<file path="config.mk">
export PLATFORM = sky130hd
export DESIGN_NAME = fishingrod_round_ctrl_flat
export DESIGN_NICKNAME = d
export VERILOG_FILES = /design/src/rtl/fishingrod_round_ctrl_if.sv /design/src/rtl/fishingrod_round_ctrl.sv /design/src/flat_wrapper.sv
export SDC_FILE = /design/constraint.sdc
export NUM_CORES = 1
export LEC_CHECK = 0
export CAP_MARGIN = 20
export CORE_MARGIN = 8
export CORE_UTILIZATION = 49
export CTS_CLUSTER_DIAMETER = 80
export CTS_CLUSTER_SIZE = 12
export DETAILED_ROUTE_END_ITERATION = 12
export PLACE_DENSITY_LB_ADDON = 0.2
export SKIP_LAST_GASP = 1
export SLEW_MARGIN = 30
export SYNTH_ARGS = -nofsm -noshare
export SYNTH_HDL_FRONTEND = slang
export SYNTH_SLANG_ARGS = --single-unit
export TNS_END_PERCENT = 10
</file>
<file path="constraint.sdc">
create_clock -name ck -period 2.85 [get_ports ck]
set_input_delay 0.57 -clock ck [delete_from_list [all_inputs] [get_ports ck]]
set_output_delay 0.57 -clock ck [all_outputs]
set_load 0.005 [all_outputs]
</file>
<file path="src/rtl/fishingrod_round_ctrl_if.sv">
// Handshake bundle for the round/step sequencer: run control inputs and
// round/step/select outputs.
interface fishingrod_round_ctrl_if #(
    parameter int RW   = 5,
    parameter int SW   = 3,
    parameter int SELW = 4
) ();
    logic            start;
    logic            mode;
    logic            stall;
    logic            busy;
    logic [RW-1:0]   round;
    logic [SW-1:0]   step;
    logic            first_round;
    logic            last_round;
    logic            ready;
    logic [SELW-1:0] sels;
    logic [SELW-1:0] selk;

    modport master (
        output start, mode, stall,
        input  busy, round, step, first_round, last_round, ready, sels, selk
    );

    modport slave (
        input  start, mode, stall,
        output busy, round, step, first_round, last_round, ready, sels, selk
    );
endinterface

</file>
<file path="src/rtl/fishingrod_round_ctrl.sv">
// Round/step sequencer for an iterated cipher datapath: walks rounds up
// (encrypt) or down (decrypt), STEPS steps per round, with per-step selects.
module fishingrod_round_ctrl #(
    parameter int ROUNDS = 19,
    parameter int STEPS  = 8,
    parameter int RW     = 5,
    parameter int SW     = 3,
    parameter int SELW   = 4,
    parameter logic [STEPS*2*SELW-1:0] SEL_TABLE = 64'h0C18_3879_0592_B070
) (
    input logic ck,
    input logic rst,
    fishingrod_round_ctrl_if.slave bus
);
    typedef enum logic {IDLE, RUN} state_e;

    localparam logic [RW-1:0] RLAST = RW'(ROUNDS - 1);
    localparam logic [SW-1:0] SLAST = SW'(STEPS - 1);

    state_e        state_q, state_d;
    logic [RW-1:0] round_q, round_d;
    logic [SW-1:0] step_q,  step_d;
    logic          mode_q,  mode_d;
    logic          ready_q, ready_d;

    logic          busy;
    logic [RW-1:0] start_idx, end_idx;
    logic [2*SELW-1:0] sel_entry;

    // Table padded to the full step index range so any step value is a legal index.
    logic [2*SELW-1:0] sel_tab [2**SW];

    for (genvar i = 0; i < 2**SW; i++) begin : g_tab
        if (i < STEPS) begin : g_used
            assign sel_tab[i] = SEL_TABLE[i*2*SELW +: 2*SELW];
        end else begin : g_pad
            assign sel_tab[i] = '0;
        end
    end

    assign busy      = (state_q == RUN);
    assign start_idx = mode_q ? RLAST : '0;
    assign end_idx   = mode_q ? '0 : RLAST;

    always_ff @(posedge ck or posedge rst) begin
        if (rst) begin
            state_q <= IDLE;
            round_q <= '0;
            step_q  <= '0;
            mode_q  <= 1'b0;
            ready_q <= 1'b0;
        end else begin
            state_q <= state_d;
            round_q <= round_d;
            step_q  <= step_d;
            mode_q  <= mode_d;
            ready_q <= ready_d;
        end
    end

    always_comb begin
        state_d = state_q;
        round_d = round_q;
        step_d  = step_q;
        mode_d  = mode_q;
        ready_d = 1'b0;
        // start overrides everything, including the final advance of a run.
        if (bus.start) begin
            state_d = RUN;
            step_d  = '0;
            mode_d  = bus.mode;
            round_d = bus.mode ? RLAST : '0;
        end else if (state_q == RUN && !bus.stall) begin
            if (step_q != SLAST) begin
                step_d = step_q + 1'b1;
            end else begin
                step_d = '0;
                if (round_q == end_idx) begin
                    state_d = IDLE;
                    ready_d = 1'b1;
                end else if (mode_q) begin
                    round_d = round_q - 1'b1;
                end else begin
                    round_d = round_q + 1'b1;
                end
            end
        end
    end

    assign sel_entry       = busy ? sel_tab[step_q] : '0;
    assign bus.busy        = busy;
    assign bus.round       = round_q;
    assign bus.step        = step_q;
    assign bus.first_round = busy & (round_q == start_idx);
    assign bus.last_round  = busy & (round_q == end_idx);
    assign bus.ready       = ready_q;
    assign bus.sels        = sel_entry[2*SELW-1:SELW];
    assign bus.selk        = sel_entry[SELW-1:0];
endmodule

</file>
<file path="src/flat_wrapper.sv">
// flat-port wrapper written by rule: the top's interface ports become plain ports
module fishingrod_round_ctrl_flat 
#(
    parameter int ROUNDS = 19,
    parameter int STEPS  = 8,
    parameter int RW     = 5,
    parameter int SW     = 3,
    parameter int SELW   = 4,
    parameter logic [STEPS*2*SELW-1:0] SEL_TABLE = 64'h0C18_3879_0592_B070
)
  (ck, rst, bus_start, bus_mode, bus_stall, bus_busy, bus_round, bus_step, bus_first_round, bus_last_round, bus_ready, bus_sels, bus_selk);
  fishingrod_round_ctrl_if #(.RW(RW), .SW(SW), .SELW(SELW)) bus_i ();
  input logic ck;
  input logic rst;
  input wire logic [$bits(bus_i.start)-1:0] bus_start;
  input wire logic [$bits(bus_i.mode)-1:0] bus_mode;
  input wire logic [$bits(bus_i.stall)-1:0] bus_stall;
  output wire logic [$bits(bus_i.busy)-1:0] bus_busy;
  output wire logic [$bits(bus_i.round)-1:0] bus_round;
  output wire logic [$bits(bus_i.step)-1:0] bus_step;
  output wire logic [$bits(bus_i.first_round)-1:0] bus_first_round;
  output wire logic [$bits(bus_i.last_round)-1:0] bus_last_round;
  output wire logic [$bits(bus_i.ready)-1:0] bus_ready;
  output wire logic [$bits(bus_i.sels)-1:0] bus_sels;
  output wire logic [$bits(bus_i.selk)-1:0] bus_selk;
  assign bus_i.start = bus_start;
  assign bus_i.mode = bus_mode;
  assign bus_i.stall = bus_stall;
  assign bus_busy = bus_i.busy;
  assign bus_round = bus_i.round;
  assign bus_step = bus_i.step;
  assign bus_first_round = bus_i.first_round;
  assign bus_last_round = bus_i.last_round;
  assign bus_ready = bus_i.ready;
  assign bus_sels = bus_i.sels;
  assign bus_selk = bus_i.selk;
  fishingrod_round_ctrl #(.ROUNDS(ROUNDS), .STEPS(STEPS), .RW(RW), .SW(SW), .SELW(SELW), .SEL_TABLE(SEL_TABLE)) u_core (.ck(ck), .rst(rst), .bus(bus_i));
endmodule
</file>
* Yosys cells after proc, flatten, opt, wreduce, memory -nomap -nowiden *
Memories as Yosys holds them, arrays and structs flattened.
Index checks and enable logic that the tools add are counted.

storage, ports and cells
  register bits after elaboration = 11
  memory bits (read-only) = 64
  bits of input ports = 5
  logic and storage cells = 46
  memories kept = 1

memory list
  memory           depth  bits a word  rd ports  clocked after memory_dff  wr ports  line                         source
  (no name shown)  8      8            1         0                         0         fishingrod_round_ctrl.sv:90  assign sel_entry = busy ? sel_tab[step_q] : '0;

operators by class
  add/subtract/negate cells = 3
  order comparisons = 1
  eq/ne operators = 5
  multiplexer cells = 22
  bitwise gates (word level) = 3
  reduce and logical (&&, ||, !) cells = 6

operators with widths
  operator                                                             number
  5-bit two-way mux                                                    8
  8-bit two-way mux                                                    3
  5-bit == test                                                        2
  3-bit two-way mux                                                    3
  1-bit two-way mux                                                    8
  3-bit AND reduction                                                  2
  5-bit by 1-bit adder with 5-bit output (second input constant)       1
  5-bit by 1-bit subtractor with 5-bit output (second input constant)  1
  4-bit >= comparator (second input constant)                          1
  2-bit != test (second input constant)                                2
  3-bit NOT with 4-bit output                                          1
  2-bit nonzero test                                                   2
  3-bit by 1-bit adder with 3-bit output (second input constant)       1
  3-bit != test (second input constant)                                1
  1-bit bitwise AND                                                    2
  1-bit logical AND                                                    1
  1-bit zero test                                                      1

* Logic depth before layout (Yosys ltp) *
  depth in word-level cells = 6
  gate-level depth with buffers = 6

* Worst setup path after synthesis *
OpenSTA, ideal clock, no wires.

  kind = register to output
  start = register u_core.mode_q
  end = output bus_last_round
  data arrival time = 1.503 ns
  required time = 2.280 ns
  path slack = 0.777 ns
  cell stages (with the launch flop) = 5
  buffers on the path = 0
  cell sequence = dfrtp_1 > ha_1 > ha_1 > nor3b_1 > and3_1

on the way
  longest elaborated chain between the ends = 3

RTL lines
  item                    line                         source
  from (decl)             fishingrod_round_ctrl.sv:23  logic mode_q, mode_d;
  from (signal assigned)  fishingrod_round_ctrl.sv:56  mode_q <= mode_d;
  5-bit two-way mux       fishingrod_round_ctrl.sv:43  assign end_idx = mode_q ? '0 : RLAST;
  5-bit == test           fishingrod_round_ctrl.sv:95  assign bus.last_round = busy & (round_q == end_idx);
  1-bit bitwise AND       fishingrod_round_ctrl.sv:95
  to (decl)               flat_wrapper.sv:22           output wire logic [$bits(bus_i.last_round)-1:0] bus_last_round;

Every way passes these cells.

* Final worst setup path *
  start = register u_core.round_q[1] (netlist: u_core.bus.round[1])
  end = output bus_last_round

on the way
  longest elaborated chain between the ends = 2

RTL lines
  item                    line                         source
  from (decl)             fishingrod_round_ctrl.sv:21  logic [RW-1:0] round_q, round_d;
  from (signal assigned)  fishingrod_round_ctrl.sv:54  round_q <= round_d;
  5-bit == test           fishingrod_round_ctrl.sv:95
  1-bit bitwise AND       fishingrod_round_ctrl.sv:95

Every way passes these cells.

==> metrics.csv <==
metric,value,unit
share of cells above drive strength 1,7.14,%
routability cong.,0.839,
Worst Hold Slack,0.591,ns
pin count of the biggest net entering global routing,15,
area share of the largest cell type after synthesis,33.0,%
CTS tree,yes,
post-synthesis sequential area ratio,33.0,%
vias in the first global route,742,
I/O Buffers,24,
IO Pins,25,
count of final setup violators,0,
Fmax,366,MHz
outcome,finished clean,
Synth-to-Final Area Change,34.5,%
CTS root buf,clkbuf_4,
Synth Instances,86,
DR DRC count,0,
number of synthesized register bits,11,
number of warnings issued by yosys,0,
CP max FO,4,
remaining global-route overflow,0,
Wirelength per Cell,15.9,microns
max cap viols,0,
clock buffer depth,2,
Critical R2R Capture,u_core.bus.round[4],
"EDFF count, synth",0,
Tmin final,2.73,ns
Initial Util,50.0,%
asr flop ratio synth,100,%
synthesized cell area,835,sq um
Total GRT Usage,13.7,%
Post-Syn Nets,103,
Die ar.,3280,sq um
Synth area leader,dfrtp_1,
site row count,15,
leak pwr,0.495,nW
top_reg_cell synth,dfrtp_1,
clk sinks,11,
R2R depth,6,
"Avg Cell Area, Syn",9.70,sq um
TritonCTS buffer count,3,
Core Area,1670,sq um
critical path startpoint category,flip-flop,
clk slew on worst S/H paths,0.08,ns
Area contributors post-synth,"dfrtp_1 33%, ha_1 16%, nor2_1 4.0%, inv_1 3.6%, a21oi_1 3.0%",
measured slew at the worst slew-check pin,0.452,ns
Die X-Extent,57.3,microns
HP Class,input port to async pin,
CP Data Arrival Time,2.16,ns
chip height,57.3,microns
vias per std cell,5.53,
nets@finish,130,
antenna violations before repair,0,
peak supply drop,0.288,mV
Post-synth top cells,"11 x dfrtp_1, 11 x ha_1, 9 x nor2_1",
Hold Fails Final Rpt,0,
clock latency on the worst-skew pair,0.27,ns
placed wire-length estimate,1530,microns
via count,714,
Worst R2R Setup Slack,0.76,ns
clock skew,0.00368,ns
fin. max-slew vios,0,
diode count,0,
final worst slack,0.118,ns
Place WS,0.191,ns
Pwr Density,375,nW/um^2
first-pass GRT wire length,3530,microns
Tcrit/Tclk final,95.9,%
Critical Path RT,2.28,ns
drt total wl,2050,microns
ANT nets after route,0,
endpoint class of the critical path,output port,
RSZ-0062 raised after global routing,no,
slew margin rel.,69.9,%
DRT iter0 DRCs,28,
setup TNS,0,ns
H-tree depth,1,
DRT Pass-1 Iters,4,
Crit Path Class,flip-flop to output port,
post-synthesis cell type count,30,
reg2reg start,u_core.bus.step[1],
## per-layer routing
metal	global-route usage (%)	vias up	wire length [microns]
li1	-	345	-
met2	21.9	31	1020
met4	5.00	0	27
met3	4.48	5	144
met5	0	-	0
met1	16.6	333	857
## through the flow
stage	instance area, sq um	utilization [%]	total power [mW]	std cells
after floorplan	835	-	0.246	86
after global placement	1080	64.9	0.303	125
after detailed placement	1080	64.9	0.307	125
after CTS	1120	66.8	0.422	129
after global routing	1120	67.2	0.448	129
final	1120	67.2	0.421	129
## worst max-delay path, cell delays in order (launching register included)
cell and delay [ns]:
dfrtp_1 0.43, ha_1 0.35, ha_1 0.16, nor3b_4 0.26, and3_1 0.19, clkdlybuf4s50_1 0.50
## layout by cell type, fill, tap and decap left out
cell type,netlist,layout
nand2_1,2,2
a21oi_4,1,1
clkbuf_4,0,3
and2_1,3,3
a211oi_1,1,1
mux2_2,1,1
nor4_1,1,1
a31oi_1,2,2
nand3b_4,1,1
and3b_1,1,1
fa_1,1,1
nor2_1,9,9
nor3b_4,0,1
nor2b_1,4,4
ha_1,11,11
a21boi_0,1,1
inv_1,8,8
and3_1,3,3
o41ai_1,2,2
xnor2_1,2,2
xor2_1,2,2
o21a_1,1,1
or4b_1,1,1
a21o_1,2,2
clkbuf_1,2,1
a21oi_1,5,5
nand3_1,3,3
dfrtp_1,11,11
clkdlybuf4s50_1,0,24
buf_4,0,1
mux2i_1,2,2
or3_1,1,1
## worst max path at each step
stage                                   start        endpoint  slack [ns]  depth (start not counted)
after CTS                 u_core.bus.round[1]  bus_last_round        0.07                          5
after detailed placement  u_core.bus.round[1]  bus_last_round        0.19                          5
after global routing      u_core.bus.round[1]  bus_last_round        0.01                          5
after floorplan                 u_core.mode_q  bus_last_round        0.78                          4
after global placement    u_core.bus.round[1]  bus_last_round        0.29                          5
final                     u_core.bus.round[1]  bus_last_round        0.12                          5
## logic make-up after synthesis
logic type	after synthesis	share of synthesized area [%]
muxes	3	3.75
buffers and inverters	11	5.85
and+or+nand+nor	30	21.3
xor gates and xnor gates	4	4.20
AOI/OAI and AO/OA	15	13.0
DFF	11	33.0
adders and majority gates	12	18.9
## registers in the layout, summed over array words and instances, names as in the netlist
name              cells
u_core.bus.round      5
u_core.bus.step       3
u_core.bus.busy       1
u_core.bus.ready      1
u_core.mode_q         1
## where the power goes
group	total (mW)	internal [mW]	leakage (nW)	switching (mW)
clock network	0.112	0.0543	0.0150	0.0575
logic	0.137	0.0753	0.341	0.0612
registers	0.172	0.163	0.139	0.00949
## repair_timing
action	CTS	global route
gates resized for setup	1	1
setup endpoints to repair	1	1
hold buffers	0	0
setup buffers	0	0
## layout make-up
class | count | area (sq um)
inverter | 8 | 30.0
fill | 131 | 548
multi-input combinational | 64 | 522
clock buffer | 4 | 26.3
tap | 17 | 21.3
sequential | 11 | 275
timing repair buffer | 25 | 248
No activity file was read; power rests on OpenSTA's default activity.
